===== config.mk =====
export PLATFORM = sky130hd
export DESIGN_NAME = trap_ctrl
export DESIGN_NICKNAME = d
export VERILOG_FILES = /design/src/rtl/trap_ctrl_pkg.sv /design/src/rtl/trap_ctrl_prio_enc.sv /design/src/rtl/trap_ctrl.sv
export SDC_FILE = /design/constraint.sdc
export NUM_CORES = 1
export LEC_CHECK = 0
export ABC_CLOCK_PERIOD_IN_PS = 1600
export CAP_MARGIN = 20
export CORE_MARGIN = 10
export CORE_UTILIZATION = 35
export DETAILED_ROUTE_END_ITERATION = 8
export GPL_ROUTABILITY_DRIVEN = 0
export MAX_ROUTING_LAYER = met4
export PLACE_DENSITY = 0.78
export SKIP_CTS_REPAIR_TIMING = 1
export SLEW_MARGIN = 15
export SYNTH_ARGS = -nofsm -noshare
export SYNTH_HDL_FRONTEND = slang
export SYNTH_SLANG_ARGS = --single-unit
export TNS_END_PERCENT = 10

===== constraint.sdc =====
create_clock -name clk -period 1.6 [get_ports clk]
set_input_delay 0.16 -clock clk [delete_from_list [all_inputs] [get_ports clk]]
set_output_delay 0.16 -clock clk [all_outputs]
set_load 0.03 [all_outputs]

===== src/rtl/trap_ctrl_pkg.sv =====
// Shared exception/trap definitions: the except_t flag vector raised by the
// pipeline stages, cause codes, privilege levels and the trap FSM encoding.
package trap_ctrl_pkg;

  typedef struct packed {
    logic breakpoint;
    logic fetch_pagefault;
    logic fetch_access_fault;
    logic illegal_inst;
    logic fetch_misalign;
    logic ecall;
    logic store_misalign;
    logic load_misalign;
    logic store_pagefault;
    logic load_pagefault;
    logic store_access_fault;
    logic load_access_fault;
    logic mret;
    logic sret;
    logic uret;
  } except_t;

  typedef enum logic [1:0] {
    PRIV_U = 2'd0,
    PRIV_S = 2'd1,
    PRIV_M = 2'd3
  } priv_t;

  localparam logic [4:0] EXC_FETCH_MISALIGN  = 5'd0;
  localparam logic [4:0] EXC_FETCH_ACCESS    = 5'd1;
  localparam logic [4:0] EXC_ILLEGAL_INST    = 5'd2;
  localparam logic [4:0] EXC_BREAKPOINT      = 5'd3;
  localparam logic [4:0] EXC_LOAD_MISALIGN   = 5'd4;
  localparam logic [4:0] EXC_LOAD_ACCESS     = 5'd5;
  localparam logic [4:0] EXC_STORE_MISALIGN  = 5'd6;
  localparam logic [4:0] EXC_STORE_ACCESS    = 5'd7;
  localparam logic [4:0] EXC_ECALL_BASE      = 5'd8;
  localparam logic [4:0] EXC_FETCH_PAGEFAULT = 5'd12;
  localparam logic [4:0] EXC_LOAD_PAGEFAULT  = 5'd13;
  localparam logic [4:0] EXC_STORE_PAGEFAULT = 5'd15;

  localparam logic [4:0] IRQ_SSI = 5'd1;
  localparam logic [4:0] IRQ_MSI = 5'd3;
  localparam logic [4:0] IRQ_STI = 5'd5;
  localparam logic [4:0] IRQ_MTI = 5'd7;
  localparam logic [4:0] IRQ_SEI = 5'd9;
  localparam logic [4:0] IRQ_MEI = 5'd11;

  // Bit positions inside irq_pending, ordered {mei,msi,mti,sei,ssi,sti}
  localparam int IRQ_BIT_MEI = 5;
  localparam int IRQ_BIT_MSI = 4;
  localparam int IRQ_BIT_MTI = 3;
  localparam int IRQ_BIT_SEI = 2;
  localparam int IRQ_BIT_SSI = 1;
  localparam int IRQ_BIT_STI = 0;

  typedef enum logic [1:0] {
    IDLE,
    FLUSH,
    REDIRECT
  } trap_state_t;

  typedef enum logic [1:0] {
    XRET_U = 2'd0,
    XRET_S = 2'd1,
    XRET_M = 2'd3
  } xret_kind_t;

endpackage


===== src/rtl/trap_ctrl_prio_enc.sv =====
// Combinational priority encoder: picks the winning interrupt, exception or
// xret for the committing instruction and produces its cause code.
module trap_prio_enc
  import trap_ctrl_pkg::*;
#(
  parameter int XLEN  = 32,
  parameter int IRQ_W = 6
) (
  input  except_t          exc,
  input  logic [IRQ_W-1:0] irq_pending,
  input  logic             irq_global_en,
  input  logic [1:0]       cur_priv,
  output logic             is_trap,
  output logic             is_irq,
  output logic             is_xret,
  output logic [XLEN-1:0]  cause,
  output xret_kind_t       xret_kind,
  output logic             use_tval
);

  logic [4:0] code;

  // One priority chain: interrupts, then exceptions, then xret as last resort
  always_comb begin
    is_trap   = 1'b1;
    is_irq    = 1'b0;
    is_xret   = 1'b0;
    use_tval  = 1'b0;
    code      = 5'd0;
    xret_kind = XRET_U;
    if (irq_global_en && (|irq_pending)) begin
      is_irq = 1'b1;
      if (irq_pending[IRQ_BIT_MEI])      code = IRQ_MEI;
      else if (irq_pending[IRQ_BIT_MSI]) code = IRQ_MSI;
      else if (irq_pending[IRQ_BIT_MTI]) code = IRQ_MTI;
      else if (irq_pending[IRQ_BIT_SEI]) code = IRQ_SEI;
      else if (irq_pending[IRQ_BIT_SSI]) code = IRQ_SSI;
      else                               code = IRQ_STI;
    end else if (exc.breakpoint) begin
      code = EXC_BREAKPOINT;
    end else if (exc.fetch_pagefault) begin
      code = EXC_FETCH_PAGEFAULT; use_tval = 1'b1;
    end else if (exc.fetch_access_fault) begin
      code = EXC_FETCH_ACCESS; use_tval = 1'b1;
    end else if (exc.illegal_inst) begin
      code = EXC_ILLEGAL_INST; use_tval = 1'b1;
    end else if (exc.fetch_misalign) begin
      code = EXC_FETCH_MISALIGN; use_tval = 1'b1;
    end else if (exc.ecall) begin
      code = EXC_ECALL_BASE + {3'b000, cur_priv};
    end else if (exc.store_misalign) begin
      code = EXC_STORE_MISALIGN; use_tval = 1'b1;
    end else if (exc.load_misalign) begin
      code = EXC_LOAD_MISALIGN; use_tval = 1'b1;
    end else if (exc.store_pagefault) begin
      code = EXC_STORE_PAGEFAULT; use_tval = 1'b1;
    end else if (exc.load_pagefault) begin
      code = EXC_LOAD_PAGEFAULT; use_tval = 1'b1;
    end else if (exc.store_access_fault) begin
      code = EXC_STORE_ACCESS; use_tval = 1'b1;
    end else if (exc.load_access_fault) begin
      code = EXC_LOAD_ACCESS; use_tval = 1'b1;
    end else begin
      is_trap = 1'b0;
      if (exc.mret) begin
        is_xret = 1'b1; xret_kind = XRET_M;
      end else if (exc.sret) begin
        is_xret = 1'b1; xret_kind = XRET_S;
      end else if (exc.uret) begin
        is_xret = 1'b1; xret_kind = XRET_U;
      end
    end
  end

  assign cause = {is_irq, {(XLEN-6){1'b0}}, code};

endmodule


===== src/rtl/trap_ctrl.sv =====
// Commit-stage trap controller: captures the winning trap/xret, flushes the
// pipeline, strobes the CSR file once, then redirects fetch.
module trap_ctrl
  import trap_ctrl_pkg::*;
#(
  parameter int XLEN  = 32,
  parameter int IRQ_W = 6
) (
  input  logic             clk,
  input  logic             rst_n,
  input  logic             commit_valid,
  output logic             commit_ready,
  input  logic [XLEN-1:0]  commit_pc,
  input  except_t          commit_except,
  input  logic [XLEN-1:0]  commit_tval,
  input  logic [1:0]       cur_priv,
  input  logic [IRQ_W-1:0] irq_pending,
  input  logic             irq_global_en,
  input  logic [XLEN-1:0]  mtvec,
  input  logic [XLEN-1:0]  mepc,
  input  logic [XLEN-1:0]  sepc,
  input  logic [XLEN-1:0]  uepc,
  output logic             csr_trap_we,
  output logic [XLEN-1:0]  csr_cause,
  output logic [XLEN-1:0]  csr_epc,
  output logic [XLEN-1:0]  csr_tval,
  output logic             csr_xret_we,
  output logic [1:0]       csr_xret_kind,
  output logic             flush,
  input  logic             flush_ack,
  output logic             redirect_valid,
  output logic [XLEN-1:0]  redirect_pc,
  input  logic             redirect_ready
);

  trap_state_t     state_q, state_d;
  logic [XLEN-1:0] cause_q, cause_d;
  logic [XLEN-1:0] epc_q, epc_d;
  logic [XLEN-1:0] tval_q, tval_d;
  logic [XLEN-1:0] target_q, target_d;
  xret_kind_t      kind_q, kind_d;
  logic            xret_q, xret_d;
  logic            strobe_q, strobe_d;

  logic            is_trap, is_irq, is_xret, use_tval;
  logic [XLEN-1:0] cause;
  xret_kind_t      xret_kind;
  logic            take_event;
  logic [XLEN-1:0] trap_base, vec_off, target_now;

  trap_prio_enc #(.XLEN(XLEN), .IRQ_W(IRQ_W)) u_prio (
    .exc           (commit_except),
    .irq_pending   (irq_pending),
    .irq_global_en (irq_global_en),
    .cur_priv      (cur_priv),
    .is_trap       (is_trap),
    .is_irq        (is_irq),
    .is_xret       (is_xret),
    .cause         (cause),
    .xret_kind     (xret_kind),
    .use_tval      (use_tval)
  );

  assign take_event = (state_q == IDLE) && commit_valid && (is_trap || is_xret);
  assign trap_base  = {mtvec[XLEN-1:2], 2'b00};
  assign vec_off    = {{(XLEN-7){1'b0}}, cause[4:0], 2'b00};

  always_comb begin
    target_now = trap_base;
    if (is_xret) begin
      case (xret_kind)
        XRET_M:  target_now = mepc;
        XRET_S:  target_now = sepc;
        default: target_now = uepc;
      endcase
    end else if (is_irq && (mtvec[1:0] == 2'b01)) begin
      target_now = trap_base + vec_off;
    end
  end

  always_comb begin
    cause_d  = cause_q;
    epc_d    = epc_q;
    tval_d   = tval_q;
    target_d = target_q;
    kind_d   = kind_q;
    xret_d   = xret_q;
    if (take_event) begin
      cause_d  = cause;
      epc_d    = commit_pc;
      tval_d   = use_tval ? commit_tval : '0;
      target_d = target_now;
      kind_d   = xret_kind;
      xret_d   = is_xret;
    end
  end

  // strobe_q is high only in the first REDIRECT cycle, giving one CSR write per event
  assign strobe_d = (state_q == FLUSH) && flush_ack;

  always_comb begin
    state_d = state_q;
    case (state_q)
      IDLE:     if (take_event) state_d = FLUSH;
      FLUSH:    if (flush_ack) state_d = REDIRECT;
      REDIRECT: if (redirect_ready) state_d = IDLE;
      default:  state_d = IDLE;
    endcase
  end

  always_ff @(posedge clk or negedge rst_n) begin
    if (!rst_n) begin
      state_q  <= IDLE;
      cause_q  <= '0;
      epc_q    <= '0;
      tval_q   <= '0;
      target_q <= '0;
      kind_q   <= XRET_U;
      xret_q   <= 1'b0;
      strobe_q <= 1'b0;
    end else begin
      state_q  <= state_d;
      cause_q  <= cause_d;
      epc_q    <= epc_d;
      tval_q   <= tval_d;
      target_q <= target_d;
      kind_q   <= kind_d;
      xret_q   <= xret_d;
      strobe_q <= strobe_d;
    end
  end

  always_comb begin
    commit_ready   = (state_q == IDLE);
    flush          = (state_q == FLUSH);
    redirect_valid = (state_q == REDIRECT);
    redirect_pc    = target_q;
    csr_trap_we    = strobe_q && !xret_q;
    csr_xret_we    = strobe_q && xret_q;
    csr_cause      = cause_q;
    csr_epc        = epc_q;
    csr_tval       = tval_q;
    csr_xret_kind  = kind_q;
  end

endmodule


==> impl_metrics.ini <==
[outcome]
outcome = complete, but fails checks
violations = setup timing

[die]
die_x_um = 152
dieArea_sq_mm = 0.0232
rows = 48
initial_core_util = 0.356
die_h_um = 152
ioPinCount = 356
coreArea_sq_mm = 0.0172

[yosys]
yosysSeqAreaShare = 0.437
syn_avg_cell_area_sq_um = 8.36
yosysWarnings = 0
syn_area_sq_mm = 0.00613
async_reset_ff_frac = 1.00
ys.flop_type = dfrtp_1
synth_cells = 733
ys_seq_elements = 107
synth_enable_flop_cells = 0
synthDistinctLibCells = 66

[power]
sequentialPowerShare = 0.291
p_switching_mw = 6.64
p_comb_frac = 0.563
switching_share = 0.439
vdd.ir_drop.worst_v = 0.00107
p_leak_nw = 5.84
clockPowerShare = 0.146
power.density_mw_per_mm2 = 1340
p_int_mw = 8.49

[timing]
timing.slew.headroom = 0.633
final_hold_viol_count = 0
setup_tns_ns = -24.05
skew_ns = 0.0104
grt_setup_unrepaired = yes
fin_crit_ns = 2.52
max_freq_mhz = 397
fin_crit_sh = 1.58
setup_ws_ns = -0.921
slew_viol_final = 0
finalSetupViolCount = 73
tightest_slew_ns = 0.548

[global_routing]
grt_start_max_net_pins = 43
antenna_found_initial = 2
grt_pass1_wl_um = 40700
overflow = 0
grt_use_total = 0.224
grt_pass1_vias = 7249

[drt]
dr_total_vias = 7146
routed_via_density = 5.12
wl_per_cell_um = 19.7
wl_um = 27500
firstDrtPassIters = 4
drc_errors = 0
drt_iter0_markers = 510
ant_nets = 0

[critical_path]
critical_path.max_stage_delay_ns = 0.56
cp_cell_sequence = buf_6, or3_4, o21ai_4, buf_4, buf_6, o2bb2ai_2, ha_1, o21a_1, a21o_1, nand3_4, or4_4, nand3_2, a32o_2
cp_slowest_cell = or4_4
path_depth = 13
cp_top_family = simple AND/OR/NAND/NOR gates
cp_data_arrival_time_ns = 2.81
start_kind = primary input
r2r-start = state_q[0]
worstPathBufferInverterCount = 3
crit_path_max_fanout = 11
reg2reg_to = redirect_pc[5]
worstPathRequired_ns = 1.89
cp-end-kind = flip-flop
path_common_cell = buf_6
r2r_setup_slack_ns = -0.15
path_class = primary input to flip-flop
rr_worst_depth = 6

[clock_tree]
cts_made_buffers = 9
cts.sinks = 107
htreeDepth = 3
cts_tree = done
clk_pin_slew_ns = 0.08
cts.path.max_buffers = 2
clock_insertion_delay_worst_skew_ns = 0.35
root_buffer = clkbuf_16

[worst_hold_path]
min_path_type = primary input to asynchronous set/reset pin

[finish]
nNetsFinal = 1391
final_util = 0.655
syn_to_final_growth_pct = 84.2
drive_gt1_frac = 0.197
design_area_sq_mm = 0.0113

[placed_design]
placed_cell_area_sq_mm = 0.0106
post-dp-hpwl_um = 21700
port_buffers = 328

[flow_run]
max_cap_violations = 0
cells in the mapped netlist (14+ instances only):
cell | instances | area (sq um)
a21oi_1 | 28 | 140
a22o_1 | 16 | 140
buf_2 | 25 | 125
buf_4 | 27 | 203
clkbuf_1 | 17 | 63.8
dfrtp_1 | 107 | 2680
nand2_1 | 217 | 815
nand3_1 | 48 | 240
nor2_1 | 32 | 120
o21ai_0 | 18 | 90.1
o21ai_1 | 18 | 90.1
xor2_1 | 14 | 123
power by group through the flow:
stage	sequential, mW	clock (mW)	combinational (mW)
2_1_floorplan	6.53	0	2.14
3_3_place_gp	4.42	0	8.42
3_5_place_dp	4.45	0	8.55
4_1_cts	4.41	2.27	8.57
5_1_grt	4.53	2.39	9.03
6_report	4.40	2.22	8.52
final cells by class:
type	count	area [sq um]
fill	1377	5940
timing repair buffer	465	4580
multi-input combinational	570	3410
sequential	107	2680
tap	225	282
clock buffer	10	239
clock inverter	6	56.3
inverter	12	45.0
antenna	2	5.00
flip-flops by register name, indices dropped and copies added (netlist names):
register and count:
csr_tval 32, csr_epc 32, csr_cause 5, csr_xret_kind 2, xret_q 1, strobe_q 1
redirect_pc 32, state_q 2
placed cells by master, fill, tap and decap left out, types with 11 or more instances in the layout:
cell,count
nor2_1,30
conb_1,27
buf_12,11
buf_4,123
nand3_1,43
a21oi_1,26
o21ai_1,22
nand2_1,214
dlymetal6s2s_1,64
a22o_1,16
dfrtp_1,107
clkdlybuf4s50_1,249
xor2_1,14
worst max path at each step:
stage	from	to	slack, ns
after global placement	commit_except[7]	redirect_pc[28]	-1.68
final	irq_pending[5]	redirect_pc[31]	-0.92
after detailed placement	commit_except[7]	redirect_pc[28]	-1.75
after global routing	commit_except[4]	redirect_pc[31]	-1.00
after floorplan	irq_pending[4]	redirect_pc[29]	-1.26
after CTS	commit_except[7]	redirect_pc[28]	-1.37
worst reg2reg max path: stages, from the launching register on:
cell and delay [ns]:
dfrtp_1 0.41, nor2_2 0.17, nand2_2 0.12, a31oi_4 0.35, buf_6 0.35, nor2_1 0.10, a31oi_1 0.16
logic make-up (layout without fill, tap and decap cells):
group / count (synthesis) / after routing / synth area share
other: 1 / 29 / 0.000612
AOI/OAI and AO/OA: 151 / 151 / 0.169
and+or+nand+nor: 357 / 357 / 0.266
xor gates and xnor gates: 23 / 23 / 0.0329
adders and majority gates: 5 / 5 / 0.0114
buffers and inverters: 82 / 493 / 0.0718
muxes: 7 / 7 / 0.0118
DFF: 107 / 107 / 0.437
metrics by stage:
stage,power (mW),setup slack [ns],hold slack (ns),cells
after CTS,15.2,-1.37,-0.274,1389
after detailed placement,13.0,-1.75,0.116,1373
final,15.1,-0.921,0.280,1397
after global placement,12.8,-1.68,0.117,1373
after floorplan,8.67,-1.26,-0.136,759
after global routing,15.9,-1.00,0.301,1397
per-layer routing:
metal  part of all wire  global-route usage  vias to the layer above
met5                  0                   -                        -
met4              0.026              0.0642                        0
met3              0.067              0.0553                       46
met2               0.50               0.374                      340
met1               0.41               0.262                     3381
li1                   -                   -                     3379
Note: power is estimated with default switching activity, not from simulation.
